<file path="src/rtl/sudoku_pkg.sv">
// rtl/sudoku_pkg.sv - shared grid constants, FSM encoding and cursor wrap helper
package sudoku_pkg;

    localparam int GRID_N  = 9;
    localparam int CELL_W  = 7;
    localparam int DIGIT_W = 4;
    localparam int POS_W   = 4;

    localparam logic [DIGIT_W-1:0] CLEAR_DIGIT = '0;

    typedef enum logic [2:0] {
        ST_IDLE   = 3'd0,
        ST_READ   = 3'd1,
        ST_CHECK  = 3'd2,
        ST_WRITE  = 3'd3,
        ST_REJECT = 3'd4
    } state_t;

    // Step a cursor coordinate by +1 (inc=1) or -1 (inc=0), wrapping inside 0..n-1
    function automatic logic [POS_W-1:0] wrap_step(input logic [POS_W-1:0] pos,
                                                   input logic             inc,
                                                   input int               n);
        logic [POS_W-1:0] res;
        if (inc) begin
            res = (int'(pos) >= n - 1) ? '0 : pos + 1'b1;
        end else begin
            res = (pos == '0) ? POS_W'(n - 1) : pos - 1'b1;
        end
        return res;
    endfunction

endpackage

</file>
<file path="src/rtl/sudoku_entry_ctrl_btn_edge.sv">
// rtl/sudoku_entry_ctrl_btn_edge.sv - registered button level with rising-edge pulse
module btn_edge (
    input  logic clk,
    input  logic reset,
    input  logic level,
    output logic rise
);

    logic prev;

    // Remember last cycle's level so a press is seen exactly once
    always_ff @(posedge clk) begin
        if (reset) begin
            prev <= 1'b0;
        end else begin
            prev <= level;
        end
    end

    assign rise = level & ~prev;

endmodule

</file>
<file path="src/rtl/sudoku_entry_ctrl.sv">
// rtl/sudoku_entry_ctrl.sv - cursor navigation and read-check-write move sequencer
module sudoku_entry_ctrl
    import sudoku_pkg::*;
#(
    parameter int N             = GRID_N,
    parameter int STABLE_CYCLES = 4,
    parameter int ACK_TIMEOUT   = 15
) (
    input  logic               clk,
    input  logic               reset,
    input  logic [DIGIT_W-1:0] switch_cod,
    input  logic               btn_up,
    input  logic               btn_down,
    input  logic               btn_left,
    input  logic               btn_right,
    input  logic               btn_confirm,
    input  logic               cell_fixed,
    input  logic               wr_ack,
    output logic               rd_en,
    output logic               wr_en,
    output logic [DIGIT_W-1:0] wr_data,
    output logic [CELL_W-1:0]  addr,
    output logic [POS_W-1:0]   cursor_row,
    output logic [POS_W-1:0]   cursor_col,
    output logic               busy,
    output logic               reject
);

    localparam int STAB_W = $clog2(STABLE_CYCLES + 1);
    localparam int TMO_W  = $clog2(ACK_TIMEOUT + 1);

    state_t             state;
    state_t             state_nx;
    logic [DIGIT_W-1:0] switch_q;
    logic [STAB_W-1:0]  stab_cnt;
    logic [TMO_W-1:0]   ack_cnt;
    logic               up_rise;
    logic               down_rise;
    logic               left_rise;
    logic               right_rise;
    logic               confirm_rise;
    logic               stable;
    logic               go;
    logic               ack_expired;

    btn_edge u_edge_up      (.clk(clk), .reset(reset), .level(btn_up),      .rise(up_rise));
    btn_edge u_edge_down    (.clk(clk), .reset(reset), .level(btn_down),    .rise(down_rise));
    btn_edge u_edge_left    (.clk(clk), .reset(reset), .level(btn_left),    .rise(left_rise));
    btn_edge u_edge_right   (.clk(clk), .reset(reset), .level(btn_right),   .rise(right_rise));
    btn_edge u_edge_confirm (.clk(clk), .reset(reset), .level(btn_confirm), .rise(confirm_rise));

    assign stable      = (stab_cnt == STAB_W'(STABLE_CYCLES));
    assign go          = (state == ST_IDLE) && confirm_rise && stable;
    assign ack_expired = (ack_cnt == TMO_W'(ACK_TIMEOUT - 1));

    // State register
    always_ff @(posedge clk) begin
        if (reset) begin
            state <= ST_IDLE;
        end else begin
            state <= state_nx;
        end
    end

    // Next-state: confirm starts a read, fixed cells and missing acks end in REJECT
    always_comb begin
        state_nx = state;
        case (state)
            ST_IDLE:   if (go) state_nx = ST_READ;
            ST_READ:   state_nx = ST_CHECK;
            ST_CHECK:  state_nx = cell_fixed ? ST_REJECT : ST_WRITE;
            ST_WRITE: begin
                if (wr_ack) begin
                    state_nx = ST_IDLE;
                end else if (ack_expired) begin
                    state_nx = ST_REJECT;
                end
            end
            ST_REJECT: state_nx = ST_IDLE;
            default:   state_nx = ST_IDLE;
        endcase
    end

    // Strobes decoded purely from the current state
    always_comb begin
        rd_en  = 1'b0;
        wr_en  = 1'b0;
        reject = 1'b0;
        busy   = (state != ST_IDLE);
        case (state)
            ST_READ:   rd_en  = 1'b1;
            ST_WRITE:  wr_en  = 1'b1;
            ST_REJECT: reject = 1'b1;
            default:   ;
        endcase
    end

    // Switch stability: count unchanged cycles, saturating at the confirm threshold
    always_ff @(posedge clk) begin
        if (reset) begin
            switch_q <= '0;
            stab_cnt <= '0;
        end else begin
            switch_q <= switch_cod;
            if (switch_cod != switch_q) begin
                stab_cnt <= '0;
            end else if (!stable) begin
                stab_cnt <= stab_cnt + 1'b1;
            end
        end
    end

    // Cursor moves only in IDLE, one move per cycle, frozen once a confirm is taken
    always_ff @(posedge clk) begin
        if (reset) begin
            cursor_row <= '0;
            cursor_col <= '0;
        end else if (state == ST_IDLE && !go) begin
            if (up_rise) begin
                cursor_row <= wrap_step(cursor_row, 1'b0, N);
            end else if (down_rise) begin
                cursor_row <= wrap_step(cursor_row, 1'b1, N);
            end else if (left_rise) begin
                cursor_col <= wrap_step(cursor_col, 1'b0, N);
            end else if (right_rise) begin
                cursor_col <= wrap_step(cursor_col, 1'b1, N);
            end
        end
    end

    // Linear cell index follows the cursor one cycle later
    always_ff @(posedge clk) begin
        if (reset) begin
            addr <= '0;
        end else begin
            addr <= CELL_W'(int'(cursor_row) * N + int'(cursor_col));
        end
    end

    // Capture the digit at the moment the move is confirmed
    always_ff @(posedge clk) begin
        if (reset) begin
            wr_data <= CLEAR_DIGIT;
        end else if (go) begin
            wr_data <= switch_cod;
        end
    end

    // Count cycles spent waiting for the board to acknowledge a write
    always_ff @(posedge clk) begin
        if (reset) begin
            ack_cnt <= '0;
        end else if (state == ST_CHECK) begin
            ack_cnt <= '0;
        end else if (state == ST_WRITE) begin
            ack_cnt <= ack_cnt + 1'b1;
        end
    end

endmodule

</file>
<file path="config.mk">
export PLATFORM = sky130hd
export DESIGN_NAME = sudoku_entry_ctrl
export DESIGN_NICKNAME = d
export VERILOG_FILES = /design/src/rtl/sudoku_pkg.sv /design/src/rtl/sudoku_entry_ctrl_btn_edge.sv /design/src/rtl/sudoku_entry_ctrl.sv
export SDC_FILE = /design/constraint.sdc
export NUM_CORES = 1
export LEC_CHECK = 0
export CAP_MARGIN = 30
export CELL_PAD_IN_SITES_DETAIL_PLACEMENT = 1
export CELL_PAD_IN_SITES_GLOBAL_PLACEMENT = 1
export CORE_ASPECT_RATIO = 1.5
export CORE_MARGIN = 1
export CORE_UTILIZATION = 39
export DETAILED_ROUTE_END_ITERATION = 16
export HOLD_SLACK_MARGIN = 0.03
export PLACE_DENSITY_LB_ADDON = 0.1
export SETUP_SLACK_MARGIN = 0.15
export SYNTH_ARGS = -nofsm -noshare
export SYNTH_HDL_FRONTEND = slang
export SYNTH_SLANG_ARGS = --single-unit
</file>
<file path="constraint.sdc">
create_clock -name clk -period 2.75 [get_ports clk]
set_clock_uncertainty 0.1 [all_clocks]
set_input_delay 0.275 -clock clk [delete_from_list [all_inputs] [get_ports clk]]
set_output_delay 0.275 -clock clk [all_outputs]
set_load 0.02 [all_outputs]
</file>
==> results of run 1 <==
[cell usage in the layout, fill, tap and decap left out, types with 2 or more instances in the layout]
cell type,instances
nand2b_1,10
xnor2_1,4
nand3_1,5
a211oi_1,7
nor4b_1,2
dfxtp_1,38
or3_1,2
inv_1,12
clkdlybuf4s50_1,35
nand2_1,17
o21ai_0,7
o21ba_2,2
mux2i_1,6
nor2b_1,18
and2_1,3
a311oi_1,4
ha_1,19
nor2_1,20
buf_4,5
nand4_1,2
a21oi_1,11
o31ai_1,4
o221ai_1,2
nand4b_1,2
nor3b_1,6
a21o_1,2
clkbuf_8,6
nor3_1,7
[cell families (layout without fill, tap and decap cells)]
family                   Yosys count  count (layout)
flip-flops                        38              38
AO/OA/AOI/OAI                     48              48
XOR/XNOR                           5               5
multiplexers                       6               6
adder cells (fa/ha/maj)           20              20
AND/OR/NAND/NOR                   99              99
buffers and inverters             22              60
[worst max path at each step]
stage | to | slack [ns] | cells after the start
after floorplan | addr[5]$_SDFF_PP0_ | 0.57 | 7
after global placement | addr[5]$_SDFF_PP0_ | 0.59 | 7
after detailed placement | addr[5]$_SDFF_PP0_ | 0.48 | 7
after CTS | addr[5]$_SDFF_PP0_ | 0.47 | 7
after global routing | addr[5]$_SDFF_PP0_ | 0.35 | 7
final | addr[5]$_SDFF_PP0_ | 0.48 | 7
[power by group through the flow]
stage,logic (mW),registers (mW),clock network (mW)
2_1_floorplan,0.141,0.642,0
3_3_place_gp,0.272,0.620,0
3_5_place_dp,0.277,0.622,0
4_1_cts,0.279,0.609,0.418
5_1_grt,0.306,0.614,0.445
6_report,0.275,0.608,0.400
[layout make-up]
class | count | share of cell area (%)
clock inverter | 1 | 0.191
tap | 68 | 3.24
multi-input combinational | 178 | 47.8
inverter | 12 | 1.72
sequential | 38 | 29.0
timing repair buffer | 40 | 14.8
clock buffer | 7 | 3.29
[synthesized netlist by cell type]
cell	number
o211ai_1	1
fa_1	1
a21o_1	2
nand3_1	5
nand4_1	2
nor2_2	1
a211oi_1	7
nand4b_1	2
clkbuf_1	9
nor2_1	20
or3_1	2
and4b_1	1
o221ai_1	2
a21oi_1	11
or3b_1	1
xnor2_1	4
a22o_1	1
nor4b_1	2
a311oi_1	4
ha_1	19
mux2i_1	6
nor2b_1	18
a21boi_0	1
a31oi_1	1
nand3b_1	1
a311o_1	1
a211oi_4	1
and2_1	3
or3_4	1
nand2_1	17
nand2b_1	10
a211o_1	1
nor3b_1	6
o21ba_2	2
o211a_1	1
inv_1	12
o21ai_0	7
buf_1	1
nor3_1	7
a41o_1	1
dfxtp_1	38
xor2_1	1
o31ai_1	4
[worst reg2reg max path, delay by kind of cell, from the launching register on]
family	cells	cell delay, ns
AOI/OAI and AO/OA	1	0.20
adders and majority gates	3	0.92
and+or+nand+nor	3	0.42
DFF	1	0.52
[flip-flops by register name, indices dropped and copies added, names as in the netlist]
register and cells:
u_edge_right.prev 1, cursor_col 4, u_edge_left.prev 1, wr_data 4
switch_q 4, addr 7, u_edge_up.prev 1, u_edge_confirm.prev 1
state 3, stab_cnt 3, u_edge_down.prev 1, ack_cnt 4
cursor_row 4
[metrics by stage]
step                instances  cell area, sq um
floorplan                 238              2100
global placement          336              2530
detailed placement        336              2530
CTS                       344              2620
global route              344              2620
finish                    344              2620
[per-layer routing]
layer  vias to the layer above  share of wire, %
met5                         -                 0
met4                         0               2.0
met3                         9               3.5
met2                        28                52
met1                       888                42
li1                        912                 -
==> impl_metrics.toml, run 1 <==
[clock_tree]
cts_setup_buffers = 0
cts.htree.levels = 2
cts_tree = "yes"
numCtsBuffers = 5
hold_buffers = 0
root_buffer = "clkbuf_8"
post_cts_resized = 0
clock_sink_count = 38
ctsLongestPathBuffers = 2
clk_latency_ns = 0.29
clk_pin_slew_ns = 0.08

[power_and_ir_drop]
internal-power_mw = 0.916
vdd_drop_max_v = 0.000235
pwr-share-comb_pct = 21.4
finalPower_mw = 1.28
power.net_switching_mw = 0.366
leakage_nw = 1.02
p_per_area_nw_per_um2 = 489
clockPowerShare_pct = 31.2
switching_share_pct = 28.6
sequentialPowerShare_pct = 47.4

[floorplan]
initial_utilization_pct = 40.6
die_area_sq_um = 5680
ios = 36
die_y_microns = 91.8
fp.coreArea_sq_um = 5160
row_count = 32
die_w_microns = 61.9

[timing]
period_share_pct = 82.6
report.final.slew_viol_count = 0
whs_ns = 0.400
finalHoldViolCount = 0
setup_viol = 0
setup_slack_ns = 0.478
worst_pin_slew_ns = 0.459
grt_setup_unrepaired = "false"
fmax_ghz = 0.440
slew_headroom_pct = 69.4
setup_tns_ns = 0
min_period_ns = 2.27

[logic_synthesis]
synthTopCellsByArea = "dfxtp_1, ha_1, nor2b_1"
yosys.area_share.simple_pct = 25.9
syn_area_per_cell_sq_um = 8.81
synthesis.area_sq_um = 2100
synth_top_family_by_area = "simple AND/OR/NAND/NOR gates"
synth.top_cell.area_share_pct = 36.3
synth_largest_area_cell = "dfxtp_1"
synth_cell_types = 43
synthXorXnorAreaFrac_pct = 2.09
ys_seq_area_share_pct = 36.3
muxShareOfSynthArea_pct = 2.87
syn_inst = 238
synth_compound_area_share_pct = 16.7
synth_seq_cells = 38
yosysWarnings = 0
synthAdderAreaFrac_pct = 12.3
syn-num-nets = 271

[drt]
wirelength_mm = 4.98
ant_nets = 0
via_per_inst = 5.34
drc = 0
wl_per_cell_microns = 14.5
drtIter0Drc = 54
drtPass1Iterations = 2
num_vias = 1837

[global_route]
overflow = 0
grt_start_max_net_pins = 22
antenna_found_initial = 0
grt_pass1_vias = 1825
use_met3_pct = 4.80
groute.usage.overall_pct = 19.9
grt_pass1_wl_mm = 8.45
gr-max-usage-layer = "met2"
grtUsageMet2_pct = 33.9
use_met1_pct = 23.0

[finish]
nets = 308
area_delta_synth_final_pct = 25.1
n_fill_cell = 611
diodes = 0
postLayoutCoreUtil_pct = 50.8
seqCellArea_sq_um = 761
multi_input_area_sq_um = 1250
drive_above_1_share_pct = 6.16

[critical_path]
crit_path_cell_trace = "ha_1 -> ha_1 -> ha_1 -> nor2b_1 -> o21ai_0 -> nor3b_1 -> nor3_1"
slowest_stage = "dfxtp_1"
cp-end-kind = "register"
cp-startpoint = "cursor_row[0]$_SDFFE_PP0P_"
reg2reg_from = "cursor_row[0]$_SDFFE_PP0P_"
path_common_cell = "ha_1"
reg2reg_slack_ns = 0.48
critical-path-top-delay-family = "adder cells"
cp_max_fo = 9
cp_data_required_time_ns = 2.83
cp-start-kind = "register"
cp_num_buf_inv = 0
slowest_delay_ns = 0.52
crit_type = "register to register"
critPathArrivalTime_ns = 2.35
timing.rr.end = "addr[5]$_SDFF_PP0_"
rr_worst_depth = 7

[placed_design]
io_buffers = 35
gp_congestion = 0.731
dp_hpwl_mm = 3.69
pre_cts_ws_ns = 0.479

[worst_hold_path]
hold_class = "register to register"
holdPathStages = 2
min_from = "wr_data[0]$_SDFFE_PP0P_"
min_to = "wr_data[0]$_SDFFE_PP0P_"

[run]
maxCapViolations = 0

[run_status]
status = "completed"
Power figures use the tool's default switching activity.
==> run 2: changes to the inputs <==
Clock period 2.75 ns to 2.2 ns, I/O delays scaled along.
==> impl_metrics.toml, run 2 (synthesis results as in run 1) <==
[run_status]
status = "completed"

[clock_tree]
ctsLongestPathBuffers = 2
cts.htree.levels = 2
numCtsBuffers = 5
clock_sink_count = 38
cts_setup_buffers = 0
root_buffer = "clkbuf_8"
hold_buffers = 0
clk_pin_slew_ns = 0.08
post_cts_resized = 1
cts_tree = "yes"
clk_latency_ns = 0.28

[critical_path]
cp_data_required_time_ns = 2.31
reg2reg_from = "cursor_row[0]$_SDFFE_PP0P_"
crit_type = "register to register"
cp-end-kind = "register"
cp_max_fo = 8
reg2reg_slack_ns = 0.24
timing.rr.end = "addr[5]$_SDFF_PP0_"
rr_worst_depth = 9
critPathArrivalTime_ns = 2.07
cp-start-kind = "register"

[floorplan]
die_area_sq_um = 5680
die_w_microns = 61.9
ios = 36
fp.coreArea_sq_um = 5160
row_count = 32
die_y_microns = 91.8
initial_utilization_pct = 40.6

[placed_design]
gp_congestion = 0.794
place_inst = 343
dp_hpwl_mm = 3.73
io_buffers = 35
place_area_sq_um = 2600

[timing]
setup_tns_ns = 0
period_share_pct = 89.2
report.final.slew_viol_count = 0
fmax_ghz = 0.510
finalHoldViolCount = 0
grt_setup_unrepaired = "true"
whs_ns = 0.396
setup_viol = 0
slew_headroom_pct = 73.2
min_period_ns = 1.96
worst_pin_slew_ns = 0.400

[drt]
drtPass1Iterations = 4
wl_per_cell_microns = 14.5
wirelength_mm = 5.09
via_per_inst = 5.30
drc = 0
ant_nets = 0
drtIter0Drc = 86
num_vias = 1856

[global_route]
grt_start_max_net_pins = 42
grt_pass1_vias = 1847
overflow = 0
antenna_found_initial = 0
groute.usage.overall_pct = 19.6
grt_pass1_wl_mm = 8.45

[power_and_ir_drop]
vdd_drop_max_v = 0.000380
power.net_switching_mw = 0.459
pwr-share-comb_pct = 25.0
sequentialPowerShare_pct = 46.8
switching_share_pct = 28.9
leakage_nw = 1.06
internal-power_mw = 1.13
clockPowerShare_pct = 28.2
p_per_area_nw_per_um2 = 589

[finish]
drive_above_1_share_pct = 10.3
top_register = "addr"
nets = 315
diodes = 0
postLayoutCellArea_sq_um = 2700
final_cell_count_no_fill = 350
largest_register_ffs = 7
postLayoutCoreUtil_pct = 52.2
final_cell_mix = "dfxtp_1, clkdlybuf4s50_1, nor2_1"
area_delta_synth_final_pct = 28.7

[run]
maxCapViolations = 0

[worst_hold_path]
min_from = "wr_data[1]$_SDFFE_PP0P_"
hold_class = "register to register"
min_to = "wr_data[1]$_SDFFE_PP0P_"
holdPathStages = 2
## run 2: layout make-up
type	count	area (sq um)
clock buffer	5	68.8
clock inverter	2	10.0
fill	612	2470
inverter	12	45.0
multi-input combinational	178	1270
sequential	38	764
tap	68	85.1
timing repair buffer	47	453
## run 2: critical path, cell delays in order (launching register included)
cell and delay, ns:
dfxtp_2 0.33, buf_4 0.15, ha_1 0.16, ha_1 0.17, inv_1 0.06, fa_1 0.37
nor2b_1 0.17, o21ai_1 0.10, nor3b_2 0.16, nor3_1 0.12
## run 2: how the worst max path moves through the flow
| stage | from | to | slack, ns |
|---|---|---|---|
| 4_1_cts | cursor_row[0]$_SDFFE_PP0P_ | addr[5]$_SDFF_PP0_ | 0.15 |
| 3_5_place_dp | cursor_row[0]$_SDFFE_PP0P_ | addr[5]$_SDFF_PP0_ | 0.1 |
| 2_1_floorplan | cursor_row[0]$_SDFFE_PP0P_ | addr[5]$_SDFF_PP0_ | 0.16 |
| 5_1_grt | cursor_row[0]$_SDFFE_PP0P_ | addr[5]$_SDFF_PP0_ | 0.08 |
| 6_report | cursor_row[0]$_SDFFE_PP0P_ | addr[5]$_SDFF_PP0_ | 0.24 |
| 3_3_place_gp | cursor_row[0]$_SDFFE_PP0P_ | addr[5]$_SDFF_PP0_ | 0.20 |
## run 2: stage by stage
stage | total power, mW | worst slack (ns)
after global placement | 1.14 | 0.201
after floorplan | 0.980 | 0.158
after CTS | 1.60 | 0.150
after detailed placement | 1.15 | 0.0995
after global routing | 1.68 | 0.0784
final | 1.59 | 0.238
## run 2: power groups by stage
stage / combinational, mW / clock [mW] / sequential [mW]
5_1_grt: 0.436 / 0.500 / 0.748
3_5_place_dp: 0.387 / 0 / 0.760
2_1_floorplan: 0.177 / 0 / 0.804
3_3_place_gp: 0.379 / 0 / 0.758
4_1_cts: 0.389 / 0.469 / 0.744
6_report: 0.396 / 0.448 / 0.743
## run 2: metal layers
metal | share of wire, % | track usage, % | vias up | wire [microns]
met4 | 0.75 | 6.11 | 0 | 38
met5 | 0 | 0 | - | 0
met3 | 2.5 | 3.95 | 2 | 128
li1 | - | - | 922 | -
met2 | 53 | 34.8 | 25 | 2720
met1 | 43 | 22.6 | 907 | 2200
==> run 3: changes to the inputs <==
Settings changed: CORE_MARGIN 1 to default, CTS_CLUSTER_SIZE from default to 25.
==> results of run 3 <==
Final layout, timing and power as in run 2 (identical DEF).
